<file path="src/rtl/sched_pkg.sv">
// Shared field layout and key arithmetic for the sorted ready queue.
// Functions work on 32-bit operands so any field width up to 32 bits can use them.
package sched_pkg;

    localparam int ID_W_DEF = 8;
    localparam int DL_W_DEF = 16;
    localparam int EX_W_DEF = 16;
    localparam int E_W_DEF  = ID_W_DEF + DL_W_DEF + EX_W_DEF + 1;

    // Entry layout, LSB first: flag, exec, deadline, id
    localparam int FLAG_OFS = 0;
    localparam int EX_OFS   = 1;

    function automatic logic [31:0] sat_sub(input logic [31:0] a, input logic [31:0] b);
        return (a > b) ? (a - b) : 32'd0;
    endfunction

    function automatic logic [31:0] key_of(input logic [31:0] dl, input logic [31:0] ex,
                                           input logic mode);
        return mode ? sat_sub(dl, ex) : dl;
    endfunction

    function automatic logic miss(input logic [31:0] dl, input logic [31:0] ex);
        return (dl < ex) || (dl == 32'd0);
    endfunction

endpackage

</file>
<file path="src/rtl/sched_slot_cell.sv">
// One storage slot of the sorted queue: holds, ages, loads a new entry or a neighbour.
// Invalid slots are kept at zero so the head slot can drive data_out directly.
module sched_slot_cell
    import sched_pkg::*;
#(
    parameter int ID_W = ID_W_DEF,
    parameter int DL_W = DL_W_DEF,
    parameter int EX_W = EX_W_DEF,
    localparam int E_W = ID_W + DL_W + EX_W + 1
) (
    input  logic            clk,
    input  logic            rst,
    input  logic            own_vld_i,
    input  logic [E_W-1:0]  prev_e_i,
    input  logic            prev_vld_i,
    input  logic [E_W-1:0]  next_e_i,
    input  logic            next_vld_i,
    input  logic [E_W-1:0]  new_e_i,
    input  logic            ins_here_i,
    input  logic            shift_down_i,
    input  logic            shift_up_i,
    input  logic            age_i,
    input  logic [DL_W-1:0] sub_amt_i,
    output logic [E_W-1:0]  entry_o
);

    localparam int DL_LO = EX_OFS + EX_W;
    localparam int DL_HI = DL_LO + DL_W - 1;
    localparam int EX_HI = EX_OFS + EX_W - 1;

    logic [E_W-1:0]  entry_q, entry_d;
    logic [DL_W-1:0] dl_aged;

    always_comb begin
        dl_aged = DL_W'(sat_sub(32'(entry_q[DL_HI:DL_LO]), 32'(sub_amt_i)));
        entry_d = entry_q;
        if (age_i) begin
            if (own_vld_i) begin
                entry_d[DL_HI:DL_LO] = dl_aged;
                entry_d[FLAG_OFS]    = entry_q[FLAG_OFS] |
                                       miss(32'(dl_aged), 32'(entry_q[EX_HI:EX_OFS]));
            end
        end else if (ins_here_i) begin
            entry_d = new_e_i;
        end else if (shift_down_i) begin
            entry_d = prev_vld_i ? prev_e_i : '0;
        end else if (shift_up_i) begin
            entry_d = next_vld_i ? next_e_i : '0;
        end
    end

    always_ff @(posedge clk or posedge rst) begin
        if (rst) begin
            entry_q <= '0;
        end else begin
            entry_q <= entry_d;
        end
    end

    assign entry_o = entry_q;

endmodule

</file>
<file path="src/rtl/sorted_insertion_queue.sv">
// Ready queue kept sorted by ascending key (deadline or laxity); head is next to dispatch.
// Supports aging by a variable amount, miss tagging, purge of tagged entries, and overflow.
module sorted_insertion_queue
    import sched_pkg::*;
#(
    parameter int ID_W = ID_W_DEF,
    parameter int DL_W = DL_W_DEF,
    parameter int EX_W = EX_W_DEF,
    parameter int N    = 8,
    localparam int E_W = ID_W + DL_W + EX_W + 1,
    localparam int CW  = $clog2(N + 1)
) (
    input  logic            clk,
    input  logic            rst,
    input  logic            wr,
    input  logic [E_W-1:0]  data_in,
    input  logic            rd,
    input  logic            mode,
    input  logic            subtract,
    input  logic [DL_W-1:0] sub_amt,
    input  logic            repair_period,
    output logic [E_W-1:0]  data_out,
    output logic            empty,
    output logic            full,
    output logic [CW-1:0]   count,
    output logic            accept,
    output logic            overflow,
    output logic [E_W-1:0]  data_fail,
    output logic            fail
);

    localparam int DL_LO = EX_OFS + EX_W;
    localparam int DL_HI = DL_LO + DL_W - 1;
    localparam int EX_HI = EX_OFS + EX_W - 1;

    logic [E_W-1:0] ent [N];
    logic [N-1:0]   vld, gt, flg, ins_here, sh_dn, sh_up;
    logic [E_W-1:0] new_e, fail_e;
    logic [31:0]    new_key;
    logic [CW-1:0]  pos_ins, pos_rw, pos_fl;
    logic           any_fl, norm, do_pop, do_purge;

    logic [CW-1:0]  count_q, count_d;
    logic           mode_q, overflow_q, fail_q;
    logic [E_W-1:0] data_fail_q;

    assign empty = (count_q == '0);
    assign full  = (count_q == CW'(N));
    assign new_e = data_in & ~E_W'(1);

    // Compare vector and lowest-index priority encoders
    always_comb begin
        new_key = key_of(32'(data_in[DL_HI:DL_LO]), 32'(data_in[EX_HI:EX_OFS]), mode_q);
        for (int j = 0; j < N; j++) begin
            vld[j] = (j < int'(count_q));
            gt[j]  = vld[j] &&
                     (key_of(32'(ent[j][DL_HI:DL_LO]), 32'(ent[j][EX_HI:EX_OFS]), mode_q) > new_key);
            flg[j] = vld[j] && ent[j][FLAG_OFS];
        end
        pos_ins = count_q;
        pos_rw  = count_q;
        pos_fl  = '0;
        fail_e  = '0;
        any_fl  = |flg;
        for (int j = N - 1; j >= 0; j--) begin
            if (gt[j]) pos_ins = CW'(j);
            if (gt[j] && j >= 1) pos_rw = CW'(j);
            if (flg[j]) begin
                pos_fl = CW'(j);
                fail_e = ent[j];
            end
        end
    end

    always_comb begin
        norm     = ~subtract & ~repair_period;
        accept   = wr & norm & (~full | rd);
        do_pop   = rd & norm & ~empty;
        do_purge = ~subtract & repair_period & any_fl;
        for (int i = 0; i < N; i++) begin
            ins_here[i] = 1'b0;
            sh_dn[i]    = 1'b0;
            sh_up[i]    = 1'b0;
            if (do_purge) begin
                sh_up[i] = (i >= int'(pos_fl));
            end else if (accept && do_pop) begin
                // Head leaves and the new entry lands one place above its sorted position
                sh_up[i]    = (i + 1 < int'(pos_rw));
                ins_here[i] = (i + 1 == int'(pos_rw));
            end else if (accept) begin
                ins_here[i] = (i == int'(pos_ins));
                sh_dn[i]    = (i > int'(pos_ins));
            end else if (do_pop) begin
                sh_up[i] = 1'b1;
            end
        end
        count_d = count_q;
        if (do_purge || (do_pop && !accept)) begin
            count_d = count_q - CW'(1);
        end else if (accept && !do_pop) begin
            count_d = count_q + CW'(1);
        end
    end

    for (genvar i = 0; i < N; i++) begin : g_slot
        logic [E_W-1:0] prev_e, next_e;
        logic           prev_v, next_v;
        if (i == 0) begin : g_first
            assign prev_e = '0;
            assign prev_v = 1'b0;
        end else begin : g_mid
            assign prev_e = ent[i-1];
            assign prev_v = vld[i-1];
        end
        if (i == N - 1) begin : g_last
            assign next_e = '0;
            assign next_v = 1'b0;
        end else begin : g_body
            assign next_e = ent[i+1];
            assign next_v = vld[i+1];
        end
        sched_slot_cell #(.ID_W(ID_W), .DL_W(DL_W), .EX_W(EX_W)) u_cell (
            .clk          (clk),
            .rst          (rst),
            .own_vld_i    (vld[i]),
            .prev_e_i     (prev_e),
            .prev_vld_i   (prev_v),
            .next_e_i     (next_e),
            .next_vld_i   (next_v),
            .new_e_i      (new_e),
            .ins_here_i   (ins_here[i]),
            .shift_down_i (sh_dn[i]),
            .shift_up_i   (sh_up[i]),
            .age_i        (subtract),
            .sub_amt_i    (sub_amt),
            .entry_o      (ent[i])
        );
    end

    always_ff @(posedge clk or posedge rst) begin
        if (rst) begin
            count_q     <= '0;
            mode_q      <= 1'b0;
            overflow_q  <= 1'b0;
            fail_q      <= 1'b0;
            data_fail_q <= '0;
        end else begin
            count_q    <= count_d;
            overflow_q <= wr & norm & full & ~rd;
            fail_q     <= do_purge;
            if (do_purge) data_fail_q <= fail_e;
            if (count_q == '0) mode_q <= mode;
        end
    end

    assign data_out  = ent[0];
    assign count     = count_q;
    assign overflow  = overflow_q;
    assign fail      = fail_q;
    assign data_fail = data_fail_q;

endmodule

</file>
<file path="config.mk">
export PLATFORM = sky130hd
export DESIGN_NAME = sorted_insertion_queue
export DESIGN_NICKNAME = d
export VERILOG_FILES = /design/src/rtl/sched_pkg.sv /design/src/rtl/sched_slot_cell.sv /design/src/rtl/sorted_insertion_queue.sv
export SDC_FILE = /design/constraint.sdc
export NUM_CORES = 2
export LEC_CHECK = 0
export CORE_UTILIZATION = 45
export DETAILED_ROUTE_END_ITERATION = 10
export PLACE_DENSITY = 0.67
export SLEW_MARGIN = 5
export SYNTH_ARGS = -nofsm -noshare
export SYNTH_HDL_FRONTEND = slang
export SYNTH_SLANG_ARGS = --single-unit
</file>
<file path="constraint.sdc">
create_clock -name clk -period 16.5 [get_ports clk]
set_input_delay 2.475 -clock clk [delete_from_list [all_inputs] [get_ports clk]]
set_output_delay 2.475 -clock clk [all_outputs]
set_load 0.01 [all_outputs]
</file>
# Word-level counts from Yosys, hierarchy flattened

Index checks and enable logic that the tools add are counted.

Add/sub/neg operators: 19
Order comparisons: 64
Equality and inequality tests: 24
Multiplexer cells: 178
Bitwise gates (word level): 23
Reductions and logical operators: 74

Operators with widths:

| operator           | number |
|---|---|
| $mux 41            | 39 |
| $mux 32            | 18 |
| $mux 16            | 24 |
| $gt 16x16->1       | 17 |
| $gt 32x32->1       | 8 |
| $sub 16x16->17     | 9 |
| $logic_not 16->1   | 8 |
| $lt 16x16->1       | 8 |
| $sub 16x16->16     | 8 |
| $mux 1             | 79 |
| $mux 4             | 15 |
| $eq 4x4->1 const A | 9 |
| $lt 3x4->1 const A | 8 |
| $reduce_and 2->1   | 16 |
| $reduce_bool 4->1  | 7 |
| $reduce_bool 3->1  | 8 |
| $logic_and 1x1->1  | 19 |
| $eq 3x4->1 const A | 4 |
| $ge 3x4->1 const A | 4 |
| $gt 3x4->1 const A | 4 |
| $lt 2x4->1 const A | 4 |
| $ne 2x1->1 const B | 8 |
| $lt 1x4->1 const A | 3 |
| $and 1x1->1        | 9 |
| other kinds (17)   | 46 |

Bits in registers: 376
Input port bits: 64
Output and inout port bits: 91
Word-level logic and storage cells: 403

# Longest topological paths before layout

Depth after elaboration: 20
Depth in mapped cells: 37
Depth with buffers taken out: 33

# By module

Synthesis repeated with hierarchy kept, for this count alone.

Cells, all modules: 6517
Area total of the unflattened synthesis: 47076.4 um^2

By module, submodules not included:

| module                                  | instances | cells each | area each (um^2) | seq. area each (um^2) |
|---|---|---|---|---|
| sched_slot_cell at g_slot[1].u_cell ... | 5         | 520        | 3778.6           | 1026.0 |
| sorted_insertion_queue                  | 1         | 2355       | 16783.6          | 1201.2 |
| sched_slot_cell at g_slot[0].u_cell ... | 2         | 521        | 3797.4           | 1026.0 |
| sched_slot_cell at g_slot[5].u_cell     | 1         | 520        | 3804.9           | 1026.0 |

# Worst setup path after synthesis

OpenSTA, ideal clock, no wires.

Kind: input to register
From: input port data_in[17]
To: register g_slot[3].u_cell.entry_q[18]
Setup time: 0.082 ns
Arrival: 8.759 ns
Required time: 16.418 ns
Path slack: 7.660 ns
Stages: 33
Buffers on the path: 1
Path through: inv_1 -> ha_1 -> inv_1 -> fa_1 -> a21o_1 -> a21oi_1 -> o21bai_1 -> a21oi_1 -> o21bai_1 -> a21oi_1 -> o21bai_1 -> a21oi_1 -> o21bai_1 -> a21oi_1 -> o21bai_1 -> a21oi_1 -> xnor2_1 -> a22oi_1 -> ha_1 -> a21o_1 -> a21oi_1 -> o211ai_1 -> a221o_1 -> a41o_1 -> o221a_2 -> o311a_1 -> o21ai_4 -> nor3_4 -> nor2_4 -> buf_6 -> mux2_1 -> a211o_1 -> a31oi_1

Cells in the longest elaborated chain, start to end: 20
Elaborated cells on any way between the ends: 45
Those cells by class: add/sub: 1; order compare: 11; eq/ne: 2; mux: 21; reduce/logical: 10

Ends and longest elaborated chain:

| item                                           | RTL line                                                   | RTL |
|---|---|---|
| from (decl)                                    | sorted_insertion_queue.sv:16                               | `input logic [E_W-1:0] data_in,` |
| $sub 16x16->17 or $gt 16x16->1 (tied branches) | sched_pkg.sv:15                                            | `return (a > b) ? (a - b) : 32'd0;` |
| $mux 32                                        | sched_pkg.sv:15                                            |  |
| $mux 32 *                                      | sched_pkg.sv:20                                            | `return mode ? sat_sub(dl, ex) : dl;` |
| $gt 32x32->1                                   | sorted_insertion_queue.sv:57                               | `(key_of(32'(ent[j][DL_HI:DL_LO]), 32'(ent[j][EX_HI:EX_OFS]), mode_q) > new_key);` |
| $logic_and 1x1->1                              | sorted_insertion_queue.sv:56                               | `gt[j] = vld[j] &&` |
| $mux 4 (7 in a row)                            | sorted_insertion_queue.sv:66, sorted_insertion_queue.sv:67 |  |
| $mux 4                                         | sorted_insertion_queue.sv:66                               | `if (gt[j]) pos_ins = CW'(j);` |
| $gt 2x4->1                                     | sorted_insertion_queue.sv:92                               | `sh_dn[i] = (i > int'(pos_ins));` |
| $mux 1                                         | sorted_insertion_queue.sv:90                               | `end else if (accept) begin` |
| $mux 1                                         | sorted_insertion_queue.sv:86                               | `end else if (accept && do_pop) begin` |
| $mux 1                                         | sorted_insertion_queue.sv:84                               | `if (do_purge) begin` |
| $mux 41                                        | sched_slot_cell.sv:45                                      | `end else if (shift_down_i) begin` |
| $mux 41                                        | sched_slot_cell.sv:43                                      | `end else if (ins_here_i) begin` |
| $mux 16                                        | sched_slot_cell.sv:37                                      | `if (age_i) begin` |
| to (signal assigned)                           | sched_slot_cell.sv:56                                      | `entry_q <= entry_d;` |
| to (decl)                                      | sched_slot_cell.sv:31                                      | `logic [E_W-1:0] entry_q, entry_d;` |

Every way passes the cells marked *; elsewhere a longest branch is shown, timed or not.
A chain may end at the register's enable or synchronous reset.

# Final worst setup path

From: input port data_in[12]
To: register g_slot[5].u_cell.entry_q[24]

Cells in the longest elaborated chain, start to end: 20
Elaborated cells on any way between the ends: 45
Those cells by class: add/sub: 1; order compare: 11; eq/ne: 2; mux: 21; reduce/logical: 10

Ends and longest elaborated chain:

| item                                           | RTL line |
|---|---|
| $sub 16x16->17 or $gt 16x16->1 (tied branches) | sched_pkg.sv:15 |
| $mux 32 *                                      | sched_pkg.sv:15 |
| $mux 32 *                                      | sched_pkg.sv:20 |
| $gt 32x32->1                                   | sorted_insertion_queue.sv:57 |
| $logic_and 1x1->1                              | sorted_insertion_queue.sv:56 |
| $mux 4 (7 in a row)                            | sorted_insertion_queue.sv:66, sorted_insertion_queue.sv:67 |
| $mux 4                                         | sorted_insertion_queue.sv:66 |
| $gt 3x4->1                                     | sorted_insertion_queue.sv:92 |
| $mux 1                                         | sorted_insertion_queue.sv:90 |
| $mux 1                                         | sorted_insertion_queue.sv:86 |
| $mux 1                                         | sorted_insertion_queue.sv:84 |
| $mux 41                                        | sched_slot_cell.sv:45 |
| $mux 41                                        | sched_slot_cell.sv:43 |
| $mux 16                                        | sched_slot_cell.sv:37 |
| to (signal assigned)                           | sched_slot_cell.sv:56 |
| to (decl)                                      | sched_slot_cell.sv:31 |

Marks and branches as above.

==> reports/metrics.csv <==
metric,value,unit
cts_tree,built,
clock_skew,34.8,ps
finalCriticalPeriod,12390,ps
syn_avg_cell_area,7.69,sq um
cts_root_buf,clkbuf_16,
post_cts_buffers,0,
clk_pin_slew,60,ps
wl,229000,microns
synth_async_sr_flop_share,100,%
drt_iter0_markers,8218,
final_common_cell,nand2_1,
wl_per_cell,32.8,microns
place_congestion,1.10,
syn_nets,6303,
cts-resized-gates,0,
fmax,80.7,MHz
ys_seq_elements,376,
initial_utilization,45.4,%
row_count,114,
clockBufferDepth,3,
dp_hpwl,171000,microns
yosysSeqAreaShare,21.4,%
drcViolationCount,0,
syn_to_final_growth,9.57,%
timing.final.hold_violations,0,
place_ws,3920,ps
fin_setup_tns,0,ps
port_buffers,153,
drtAntennaViolNets,0,
viasPerCell,7.03,
min_from,data_fail[0],
r2r_cells,29,
cts.sinks,376,
die-area,98800,sq um
numCtsBuffers,45,
path_cells,clkdlybuf4s50_1 > inv_1 > ha_1 > nand4_1 > or2_1 > o41ai_2 > nor2_1 > buf_4 > a22oi_1 > buf_4 > ha_1 > nand4_1 > nor3_1 > a211oi_1 > o21ai_0 > a221o_1 > o31a_1 > nor3_1 > o21ai_2 > nor3_1 > o22a_1 > nand3_1 > o22a_1,
outcome,"complete, no violations",
startpoint,data_in[12],
drv_slew,0,
path_common_cell,nor3_1,
clkLatencyLatePin,620,ps
nNetsFinal,6268,
slowest_stage,a22oi_1,
rsz0062_at_grt,no,
crit_fanout,26,
crit_arrival,12900,ps
min_path_cells,1,
syn_inst,5706,
grt_max_degree,114,
yosysWarnings,0,
io_pins,155,
globalRouteOverflowTotal,0,
fp.dieH,314,microns
synthDistinctLibCells,97,
setup_slack,4110,ps
dieWidth,314,microns
required,17000,ps
start_kind,primary input,
r2r_start,g_slot[6].u_cell.entry_o[17],
antenna_found_initial,20,
grt_usage,44.8,%
synth_flop_cell,dfrtp_1,
slowest_delay,1070,ps
cap_viol_max_count,0,
grt_pass1_vias,44044,
layout-drive-gt1-share,5.21,%
holdWs,471,ps
postCtsHoldBufs,0,
finalSetupViolCount,0,
slew_headroom,4.39,%
min_path_type,reg -> reg,
crit_type,in -> reg,
dr_total_vias,49147,
synth-edff-count,0,
worstMarginPinSlew,1430,ps
core_area,96700,sq um
layout_common_cells,"531 x nand2_1, 516 x ha_1, 473 x nor2_1, 452 x a21oi_1, 378 x o21ai_0",
crit_path_end_kind,register,
grt_pass1_wl,321000,microns
synth_area,43900,sq um
drtPass1Iterations,9,
h-tree-depth,2,
min_period_over_period,75.1,%
-- sequential cells by signal (all words and copies together) (netlist names) --
signal and count:
mode_q 1, count 4, data_fail 41, overflow 1
fail 1, g_slot.u_cell.entry_o 328
-- routing by layer --
layer	up-vias	track usage [%]	share of wire [%]	wire, microns
met3	874	12.9	13	30200
met1	23201	56.9	37	84600
met2	3640	62.4	39	90400
met5	-	0	0.038	87
met4	10	37.6	10	23500
li1	21422	-	-	-
-- critical path, delay by kind of cell --
kind            cells  cell delay, ps
simple gates        8            3200
compound gates      9            4440
buf+inv             4            1980
fa+ha+maj           2             770
-- cells in the mapped netlist, types with 26 or more instances --
master	n	area, sq um
ha_1	516	6460
a31oi_1	59	369
o22ai_1	54	338
nand2b_1	42	263
a211oi_1	49	368
xor2_1	62	543
o311ai_0	38	333
o21a_1	34	255
a221o_1	54	541
xnor2_1	161	1410
nor3_1	101	505
o21ai_1	26	130
nor2_1	477	1790
nand4_1	92	576
a221oi_1	143	1250
nor2b_1	57	357
nand2_1	534	2000
o31ai_1	32	240
a21o_1	136	1020
o21bai_1	73	548
nand3_1	167	836
o211ai_1	145	1090
inv_1	353	1330
clkbuf_1	273	1020
o21ai_0	379	1900
and2_1	53	332
a211o_1	45	394
a311oi_1	70	613
a21oi_1	455	2280
dfrtp_1	376	9410
nor4_1	35	219
a22oi_1	48	360
o2bb2ai_1	73	639
buf_2	52	260
-- kinds of logic (layout without fill, tap and decap cells) --
logic type,Yosys count,count (layout),share of synthesized area [%]
compound gates,2127,2127,33.4
simple gates,1694,1694,17.9
buf+inv,717,711,6.40
fa+ha+maj,533,533,15.5
flops,376,376,21.4
xor+xnor,223,223,4.45
mux,36,36,0.881
other cells,0,12,0
-- worst paths after layout --
kind                                           endpoint  slack, ps
max                        g_slot[5].u_cell.entry_o[24]       4110
min                                        data_fail[0]        470
max reg2reg                g_slot[5].u_cell.entry_o[24]       6830
min reg2reg                                data_fail[0]        470
max in group asynchronous   g_slot[2].u_cell.entry_o[0]      11590
min in group asynchronous  g_slot[2].u_cell.entry_o[36]       2470
-- final cells by class --
class,instances,area [sq um]
fillers,9466,48600
well taps,1276,1600
multi-input cells,4613,31900
flip-flops and latches,376,9410
inverters,358,1350
clock buffers,60,1240
diodes,12,30.0
clock inverters,16,154
repair buffers,277,2460
-- metrics by stage --
step	area (sq um)	utilization, %	cells
after floorplan	43900	-	5706
after global placement	46700	48.3	6898
after detailed placement	46700	48.3	6898
after CTS	48100	49.7	6974
after global routing	48100	49.7	6983
final	48100	49.7	6988
Power is not shown: default switching activity piles up to over one toggle a cycle in this logic, so the estimate is an artifact.
